===== config.mk =====
export PLATFORM = sky130hd
export DESIGN_NAME = fwd_dest_pipe
export DESIGN_NICKNAME = d
export VERILOG_FILES = /design/src/rtl/fwd_dest_pipe.sv
export SDC_FILE = /design/constraint.sdc
export NUM_CORES = 1
export LEC_CHECK = 0
export CAP_MARGIN = 0
export CORE_ASPECT_RATIO = 2
export CORE_UTILIZATION = 49
export CTS_CLUSTER_DIAMETER = 30
export CTS_CLUSTER_SIZE = 28
export DETAILED_ROUTE_END_ITERATION = 10
export PLACE_DENSITY = 0.75
export SLEW_MARGIN = 20
export SYNTH_ARGS = -nofsm -noshare
export SYNTH_HDL_FRONTEND = slang
export SYNTH_SLANG_ARGS = --single-unit

===== constraint.sdc =====
create_clock -name clk -period 1.7 [get_ports clk]
set_clock_uncertainty 0.05 [all_clocks]
set_input_delay 0.255 -clock clk [delete_from_list [all_inputs] [get_ports clk]]
set_output_delay 0.255 -clock clk [all_outputs]
set_load 0.005 [all_outputs]

===== src/rtl/fwd_dest_pipe.sv =====
// rtl/fwd_dest_pipe.sv - destination-register tracking, EX operand forward selects and load-use stall
// Carries the ID-selected destination through EX/MEM/WB/RET and compares it against the EX sources.
module fwd_dest_pipe #(
  parameter int AW = 5
) (
  input  logic          clk,
  input  logic          rst_n,
  input  logic          freeze,
  input  logic          flush,
  input  logic [AW-1:0] id_dst,
  input  logic          id_we,
  input  logic          id_is_load,
  input  logic [AW-1:0] id_rs,
  input  logic [AW-1:0] id_rt,
  input  logic          id_use_rt,
  output logic [1:0]    fwd_a,
  output logic [1:0]    fwd_b,
  output logic          load_use
);

  logic [AW-1:0] ex_rs, ex_rt, ex_dst;
  logic          ex_we, ex_ld;
  logic [AW-1:0] mem_dst, wb_dst, ret_dst;
  logic          mem_we, wb_we, ret_we;
  logic          bubble;

  // Youngest producer wins; register 0 is never a forwarding source.
  function automatic logic [1:0] fwd_sel(input logic [AW-1:0] src);
    logic [1:0] sel;
    sel = 2'd0;
    if (src != '0) begin
      if (mem_we && (mem_dst == src))      sel = 2'd1;
      else if (wb_we && (wb_dst == src))   sel = 2'd2;
      else if (ret_we && (ret_dst == src)) sel = 2'd3;
    end
    return sel;
  endfunction

  assign fwd_a = fwd_sel(ex_rs);
  assign fwd_b = fwd_sel(ex_rt);

  assign load_use = ex_ld & ex_we & (ex_dst != '0) &
                    ((ex_dst == id_rs) | (id_use_rt & (ex_dst == id_rt)));

  assign bubble = flush | load_use;

  // The load flag is only consulted in EX, so it is not carried past it.
  always_ff @(posedge clk or negedge rst_n) begin
    if (!rst_n) begin
      ex_rs   <= '0;
      ex_rt   <= '0;
      ex_dst  <= '0;
      ex_we   <= 1'b0;
      ex_ld   <= 1'b0;
      mem_dst <= '0;
      mem_we  <= 1'b0;
      wb_dst  <= '0;
      wb_we   <= 1'b0;
      ret_dst <= '0;
      ret_we  <= 1'b0;
    end else if (!freeze) begin
      mem_dst <= ex_dst;
      mem_we  <= ex_we;
      wb_dst  <= mem_dst;
      wb_we   <= mem_we;
      ret_dst <= wb_dst;
      ret_we  <= wb_we;
      if (bubble) begin
        ex_rs  <= '0;
        ex_rt  <= '0;
        ex_dst <= '0;
        ex_we  <= 1'b0;
        ex_ld  <= 1'b0;
      end else begin
        ex_rs  <= id_rs;
        ex_rt  <= id_rt;
        ex_dst <= id_dst;
        ex_we  <= id_we;
        ex_ld  <= id_is_load;
      end
    end
  end

endmodule


==> results of run 1 <==
logic make-up after synthesis:
family / share of synthesized area
buffers and inverters: 0.0346
DFF: 0.448
AOI/OAI and AO/OA: 0.0980
xor gates and xnor gates: 0.179
and+or+nand+nor: 0.136
muxes: 0.104
cell type report:
type                            instances  area [µm²]
Multi-Input combinational cell        134        1210
Sequential cell                        35         882
Inverter                                7        26.3
Clock buffer                            6        72.6
Fill cell                             267         916
Tap cell                               51        63.8
Timing Repair Buffer                   69         674
state kept, by name (all words and copies together) (netlist names):
name     flops
ex_dst       5
ex_ld        1
ex_rs        5
ex_rt        5
ex_we        1
mem_dst      5
mem_we       1
ret_dst      5
ret_we       1
wb_dst       5
wb_we        1
per-stage QoR:
stage | TNS [ns] | total power [mW] | hold slack (ns)
6_report | -7.50 | 2.29 | 0.341
5_1_grt | -8.32 | 2.39 | 0.401
4_1_cts | -4.76 | 2.22 | 0.348
3_5_place_dp | -10.12 | 1.59 | 0.445
3_3_place_gp | -9.38 | 1.57 | 0.422
2_1_floorplan | 0 | 1.33 | -0.0906
cells in the mapped netlist:
| cell | instances |
|---|---|
| dfrtp_1 | 35 |
| xor2_1 | 31 |
| nand2_1 | 27 |
| mux2_2 | 18 |
| o21ai_2 | 9 |
| xnor2_1 | 9 |
| clkbuf_1 | 8 |
| inv_1 | 7 |
| nor4_1 | 6 |
| o41ai_1 | 6 |
| nor2_1 | 5 |
| and3_1 | 4 |
| nand3_1 | 4 |
| nor3_1 | 3 |
| or4_1 | 3 |
| a21oi_1 | 2 |
| nor2b_1 | 2 |
| a21oi_4 | 1 |
| buf_6 | 1 |
| nor4_2 | 1 |
| o211ai_2 | 1 |
| o21ai_0 | 1 |
| o41ai_2 | 1 |
power groups by stage:
stage	Combinational, mW	Sequential, mW	Clock, mW
after floorplan	0.300	1.03	0
after global placement	0.509	1.06	0
after detailed placement	0.527	1.07	0
after CTS	0.624	1.05	0.549
after global routing	0.744	1.07	0.578
final	0.695	1.06	0.538
metal layers:
layer | global-route usage | vias to the layer above | wire (µm)
li1 | - | 761 | -
met5 | 0 | - | 0
met1 | 0.308 | 826 | 1840
met3 | 0.0358 | 28 | 141
met4 | 0.179 | 0 | 377
met2 | 0.505 | 51 | 3130
worst min path at each step:
stage,from,to,slack [ns],cells past startpoint
after global placement,ex_ld,ex_ld,0.42,2
after detailed placement,ex_ld,ex_ld,0.45,2
after CTS,rst_n,ret_dst[3],0.35,2
after global routing,rst_n,wb_dst[3],0.40,2
after floorplan,rst_n,ex_dst[0],-0.09,0
final,rst_n,wb_dst[3],0.34,2
critical path: cells and delay by family (launching register included):
kind / cells / cell delay (ns)
buf+inv: 2 / 0.26
simple gates: 4 / 0.80
flops: 1 / 0.42
xor+xnor: 1 / 0.16
timing repair:
| action | 4_1_cts | 5_1_grt |
|---|---|---|
| pin swaps | 25 | 12 |
| buffers inserted | 15 | 4 |
| setup endpoints to repair | 22 | 22 |
| resized for setup | 58 | 16 |
| cloned | 1 | 0 |
| endpoints found under the hold margin | 0 | 0 |
==> results by group, run 1 <==
Drt
  • Drt pass-1 iters: 4
  • WL/cell: ~18 µm
  • DRC viols: 0
  • Vias: 1666
  • 1st-iter DRT viols: 30
  • Vias per cell: 5.52
  • Remaining antenna violation count: 0
  • Post-Route WL: between 5 and 6 mm

Floorplanning
  • Die ar.: 4260 µm²
  • Die Ht: 91.3 µm
  • Width of the die: 46.6 µm
  • Row count: 32
  • Initial Util: 0.508
  • # IOs: 27
  • Core area: roughly 3800 µm²

Synth
  • Post-synthesis sequential area ratio: 0.448
  • Syn_area_per_cell: between 10 and 15 µm²
  • Synthesis warning total: 0
  • Syn Std Cell Area: 1950 µm²
  • Post-Synthesis Cells: 185
  • Yosys top cell by area: dfrtp_1
  • Synth top area share: 0.448
  • Syn nets: just over 200
  • #FFs+latches synth: 35
  • Unique masters post-synth: 23
  • Largest cells by area after synthesis: dfrtp_1, xor2_1, mux2_2

Power and ir drop
  • Internal: 1.58 mW
  • Sw Share: 0.307
  • Net Switching: 0.704 mW
  • Logic gate share of total power: 0.304
  • VDD IR max: 0.670 mV
  • LEAKAGE: 1.41 nW
  • Clk network pwr share: 0.235
  • Pwr/cell area: 782 nW/µm²
  • Flop pwr share: 0.461

Worst setup path
  • Critical Path Source: ex_rt[2]
  • CP Data Required Time: 1.39 ns
  • Critical-path cell list: buf_6 > xor2_1 > nor4_2 > nand3_1 > nor2b_4 > nor3_2 > buf_2
  • FF-to-FF End: ex_dst[0]
  • CP Capture Point: fwd_b[1]
  • Crit-path max FO: 3
  • Critical Path Start Type: flip-flop
  • CP arrival: 1.91 ns
  • Slowest-stage cell, CP: dfrtp_1
  • Crit path largest cell delay: around 0.42 ns
  • Worst R2R Start: ex_dst[2]
  • CP Capture Type: primary output
  • Worst Reg-to-Reg Cells: 8
  • Crit path kind: flip-flop to primary output
  • Reg2reg setup slack: -0.41 ns

Global routing
  • Initial antenna violation count: 0
  • Tot GR Track Use: 0.292
  • Largest net degree at the start of global routing: 36
  • First-pass GRT wire length: 8.73 mm
  • Global route overflow: 0
  • Vias in the first global route: 1840

Outcome
  • Failing checks: negative setup slack
  • Status: complete, but fails checks

Timing
  • Min Clock Period, post-route: 2.21 ns
  • Fin crit share: 1.30
  • Actual slew at the worst max-slew pin: 0.599 ns
  • Final setup violation count: 22
  • Relative slew slack: 0.599
  • Endpoints failing hold: 0
  • Setup WS post-layout: -0.513 ns
  • Max Freq: 452 MHz
  • Final Max Tran Viols: 0
  • Unrepaired setup endpoints after global routing: true

Clock tree
  • Clk root buf: clkbuf_8
  • CTS sink cnt: 35
  • Worst-Skew Late Latency: approximately 0.27 ns
  • Worst-path clk slew: 0.06 ns
  • H-Tree Depth: 2
  • Number of CTS-inserted buffers: 5
  • CTS tree: done
  • Post-CTS Hold Buffers: 0
  • CTS max path bufs: 2

Cells and area
  • Layout cells sized above 1: 0.450
  • Syn-to-layout area delta: 49.9%
  • Final nets: 274
  • Cell Count, Final, Fillers Out: 302
  • Final core occ: 0.762
  • Final instance area: 2930 µm²
  • Ant diodes: 0
  • Commonest cells after routing, fill and taps aside: dfrtp_1, xor2_1, nand2_1
  • Most common cell after layout, fill and taps aside: dfrtp_1

Placement
  • GP Congestion: 0.982
  • Detailed Place HPWL: 3.39 mm
  • Placed cell areas: 2450 µm²
  • I/O Buffers: 26
  • Placed insts: 278
  • Worst slack, placed: -0.676 ns

Flow run
  • MaxCap Viol Count: 0

Worst hold path
  • Hold/Removal Path Class: primary input to async pin
(Power assumes the default switching activity.)
==> run 2, diff against run 1 <==
CAP_MARGIN = 20   (was 0)
CTS_CLUSTER_DIAMETER = default   (was 30)
==> results of run 2 <==
No change in the layout: final DEF, timing and power equal those of run 1.
==> run 3, diff against run 2 <==
ABC_AREA = 1   (was default)
CORE_UTILIZATION = 50   (was 49)
PLACE_DENSITY = 0.76   (was 0.75)
==> run 3 against run 2 <==
Compared with the run above:
- the run still ends with negative setup slack left
- critical path depth unchanged
- via count increased by 33%
- clock power is 47% higher
- global-route usage fell by 0.85 points
- synthesized area up 12%
- hold slack worse by 0.032 ns
- cell count increased by 43%
- sequential share of layout area shrank 0.094 points
- wire length increased by 4.4%
- sequential power decreased by 6%
- fmax rose by 18%
- combinational power shrank 5.9%
- critical endpoint is now fwd_a[0]
==> results by group, run 3 <==
Power and ir drop
  • Pwr/cell area: about 830 nW/µm²
  • VDD IR max: 1.03 mV
  • LEAKAGE: 1.51 nW

Drt
  • Met2 wire length: 3.20 mm
  • 1st-iter DRT viols: 61
  • Vias per cell: 5.13
  • DRC viols: 0
  • Met3 WL: 115 µm
  • WL/cell: 13.2 µm
  • Met1 WL: 2.05 mm
  • Remaining antenna violation count: 0
  • Drt pass-1 iters: 4
  • Top layer in use: met4
  • Post-Route WL: 5.73 mm
  • Vias: 2221

Worst hold path
  • Hold path start: id_rs[0]
  • Hold/Removal Path Class: primary input to flip-flop
  • Worst hold path cell count: 5

Timing
  • Actual slew at the worst max-slew pin: 0.447 ns
  • Worst hold slack: 0.309 ns
  • Final Max Tran Viols: 0
  • Relative slew slack: 0.702
  • Final setup violation count: 5
  • Unrepaired setup endpoints after global routing: true
  • Endpoints failing hold: 0
  • Fin crit share: 1.10
  • Setup WS post-layout: -0.168 ns
  • Min Clock Period, post-route: 1.87 ns
  • Max Freq: ~540 MHz

Synth
  • Post-synthesis sequential area ratio: 0.400
  • Post-Synthesis Cells: 324
  • Ys async rst share: 1.00
  • Synth top area share: 0.400
  • Unique masters post-synth: 20
  • Ys flop type: dfrtp_1
  • Largest cells by area after synthesis: dfrtp_1, nand2_1, inv_1
  • Yosys top cell by area: dfrtp_1
  • Number of synthesized flops with an enable pin: 0
  • Count leader, synth: nand2_1
  • Syn Std Cell Area: 2190 µm²
  • Syn_area_per_cell: 6.76 µm²
  • #FFs+latches synth: 35
  • Synth cell count leaders: nand2_1, inv_1, nor2_1
  • Syn nets: between 300 and 400
  • Synthesis warning total: 0

Clock tree
  • Post-CTS Hold Buffers: 0
  • Number of CTS-inserted buffers: 5
  • Worst-Skew Late Latency: slightly below 0.3 ns
  • CTS sink cnt: 35
  • Worst-path clk slew: 0.08 ns
  • CTS tree: done
  • H-Tree Depth: 2
  • CTS max path bufs: 2
  • Clk root buf: clkbuf_8

Cells and area
  • Commonest cells after routing, fill and taps aside: nand2_1, inv_1, nor2_1
  • Syn-to-layout area delta: 33.9%
  • Ant diodes: 0
  • Final nets: between 400 and 500
  • Final instance area: 2930 µm²
  • Most common cell after layout, fill and taps aside: nand2_1
  • Layout cells sized above 1: 0.265

Worst setup path
  • CP Capture Type: primary output
  • Critical Path Start Type: flip-flop
  • Critical Path Source: ret_dst[3]
  • Crit path largest cell delay: 0.41 ns
  • Critical-path cell list: buf_6 > a21oi_4 > nand4_1 > nor2_2 > nand2_1 > a21boi_1 > buf_2
  • Crit-path max FO: 2
  • Worst R2R Start: ex_dst[3]
  • Worst Reg-to-Reg Cells: 10
  • Crit path kind: flip-flop to primary output
  • CP arrival: 1.56 ns
  • Slowest-stage cell, CP: dfrtp_1
  • CP Data Required Time: between 1 and 1.5 ns

Placement
  • Detailed Place HPWL: about 4.1 mm
  • GP Congestion: 0.950
  • I/O Buffers: 26
  • Worst slack, placed: -0.447 ns
  • Placed cell areas: 2710 µm²

Outcome
  • Status: complete, but fails checks
  • Failing checks: negative setup slack

Global routing
  • First-pass GRT wire length: 9.75 mm
  • Vias in the first global route: 2211
  • Initial antenna violation count: 0
  • Tot GR Track Use: 0.284
  • Largest net degree at the start of global routing: 36
  • Global route overflow: 0

Floorplanning
  • Core area: ~4100 µm²
  • # IOs: 27
  • Die Ht: 95.6 µm
  • Die ar.: 4660 µm²
  • Row count: 33
  • Initial Util: 0.530
  • Width of the die: between 40 and 50 µm

Flow run
  • MaxCap Viol Count: 0
-- run 3: cell types whose count changed in the layout (fill, tap and decap cells not counted), sizes merged, moves of 7 or more --
cell / before / now
nor4: 7 / 0
o22ai: 0 / 8
nand3: 4 / 28
o41ai: 7 / 0
buf: 47 / 39
mux2: 18 / 0
o21ai: 10 / 24
nor2: 5 / 42
a21oi: 3 / 10
xor2: 31 / 0
inv: 7 / 52
nand2: 27 / 100
-- run 3: power breakdown --
group | internal, mW | switching (mW)
Clock | 0.474 | 0.315
Sequential | 0.912 | 0.0870
Combinational | 0.304 | 0.350
Total | 1.69 | 0.753
-- run 3: path summary, 6_finish.rpt --
kind | slack [ns] | to
setup / recovery | -0.17 | fwd_a[0]
hold / removal | 0.31 | ex_rs[0]
setup reg to reg | 0.20 | ex_dst[2]
hold reg to reg | 0.44 | ex_ld
max in group asynchronous | 0.93 | ex_rs[4]
min in group asynchronous | 0.32 | ret_dst[1]
-- run 3: kinds of logic (layout without fill, tap and decap cells) --
group	after synthesis	count (layout)	share of synthesized area
and+or+nand+nor	177	177	0.361
buffers and inverters	63	120	0.112
AOI/OAI and AO/OA	44	44	0.107
DFF	35	35	0.400
xor gates and xnor gates	5	5	0.0200
-- run 3: layer usage --
metal / vias up / global-route usage
li1: 1122 / -
met1: 1022 / 0.268
met2: 52 / 0.538
met3: 25 / 0.0399
met4: 0 / 0.216
met5: - / 0
-- run 3: repair_timing --
action                                  in CTS  in global routing
gates resized for setup                     43                 17
buffers inserted                             4                  0
pin swaps                                   13                 12
endpoints found under the setup margin       5                  5
-- run 3: area by class of cell --
class	instances	area, µm²
Clock buffer	6	82.6
Multi-Input combinational cell	226	1150
Sequential cell	35	881
Tap cell	52	65.1
Clock inverter	2	35.0
Inverter	53	199
Fill cell	360	1200
Timing Repair Buffer	59	519
-- run 3: critical path: cells and delay by family, from the launching register on --
family                 cells  cell delay, ns
AOI/OAI and AO/OA          2            0.26
buffers and inverters      2            0.26
DFF                        1            0.41
and+or+nand+nor            3            0.34
-- run 3: through the flow --
step | TNS (ns) | power [mW] | utilization | instances
2_1_floorplan | 0 | 1.32 | - | 324
3_3_place_gp | -3.37 | 1.57 | 0.655 | 421
3_5_place_dp | -3.50 | 1.59 | 0.655 | 421
4_1_cts | -0.595 | 2.42 | 0.701 | 433
5_1_grt | -1.01 | 2.58 | 0.710 | 433
6_report | -0.573 | 2.44 | 0.710 | 433
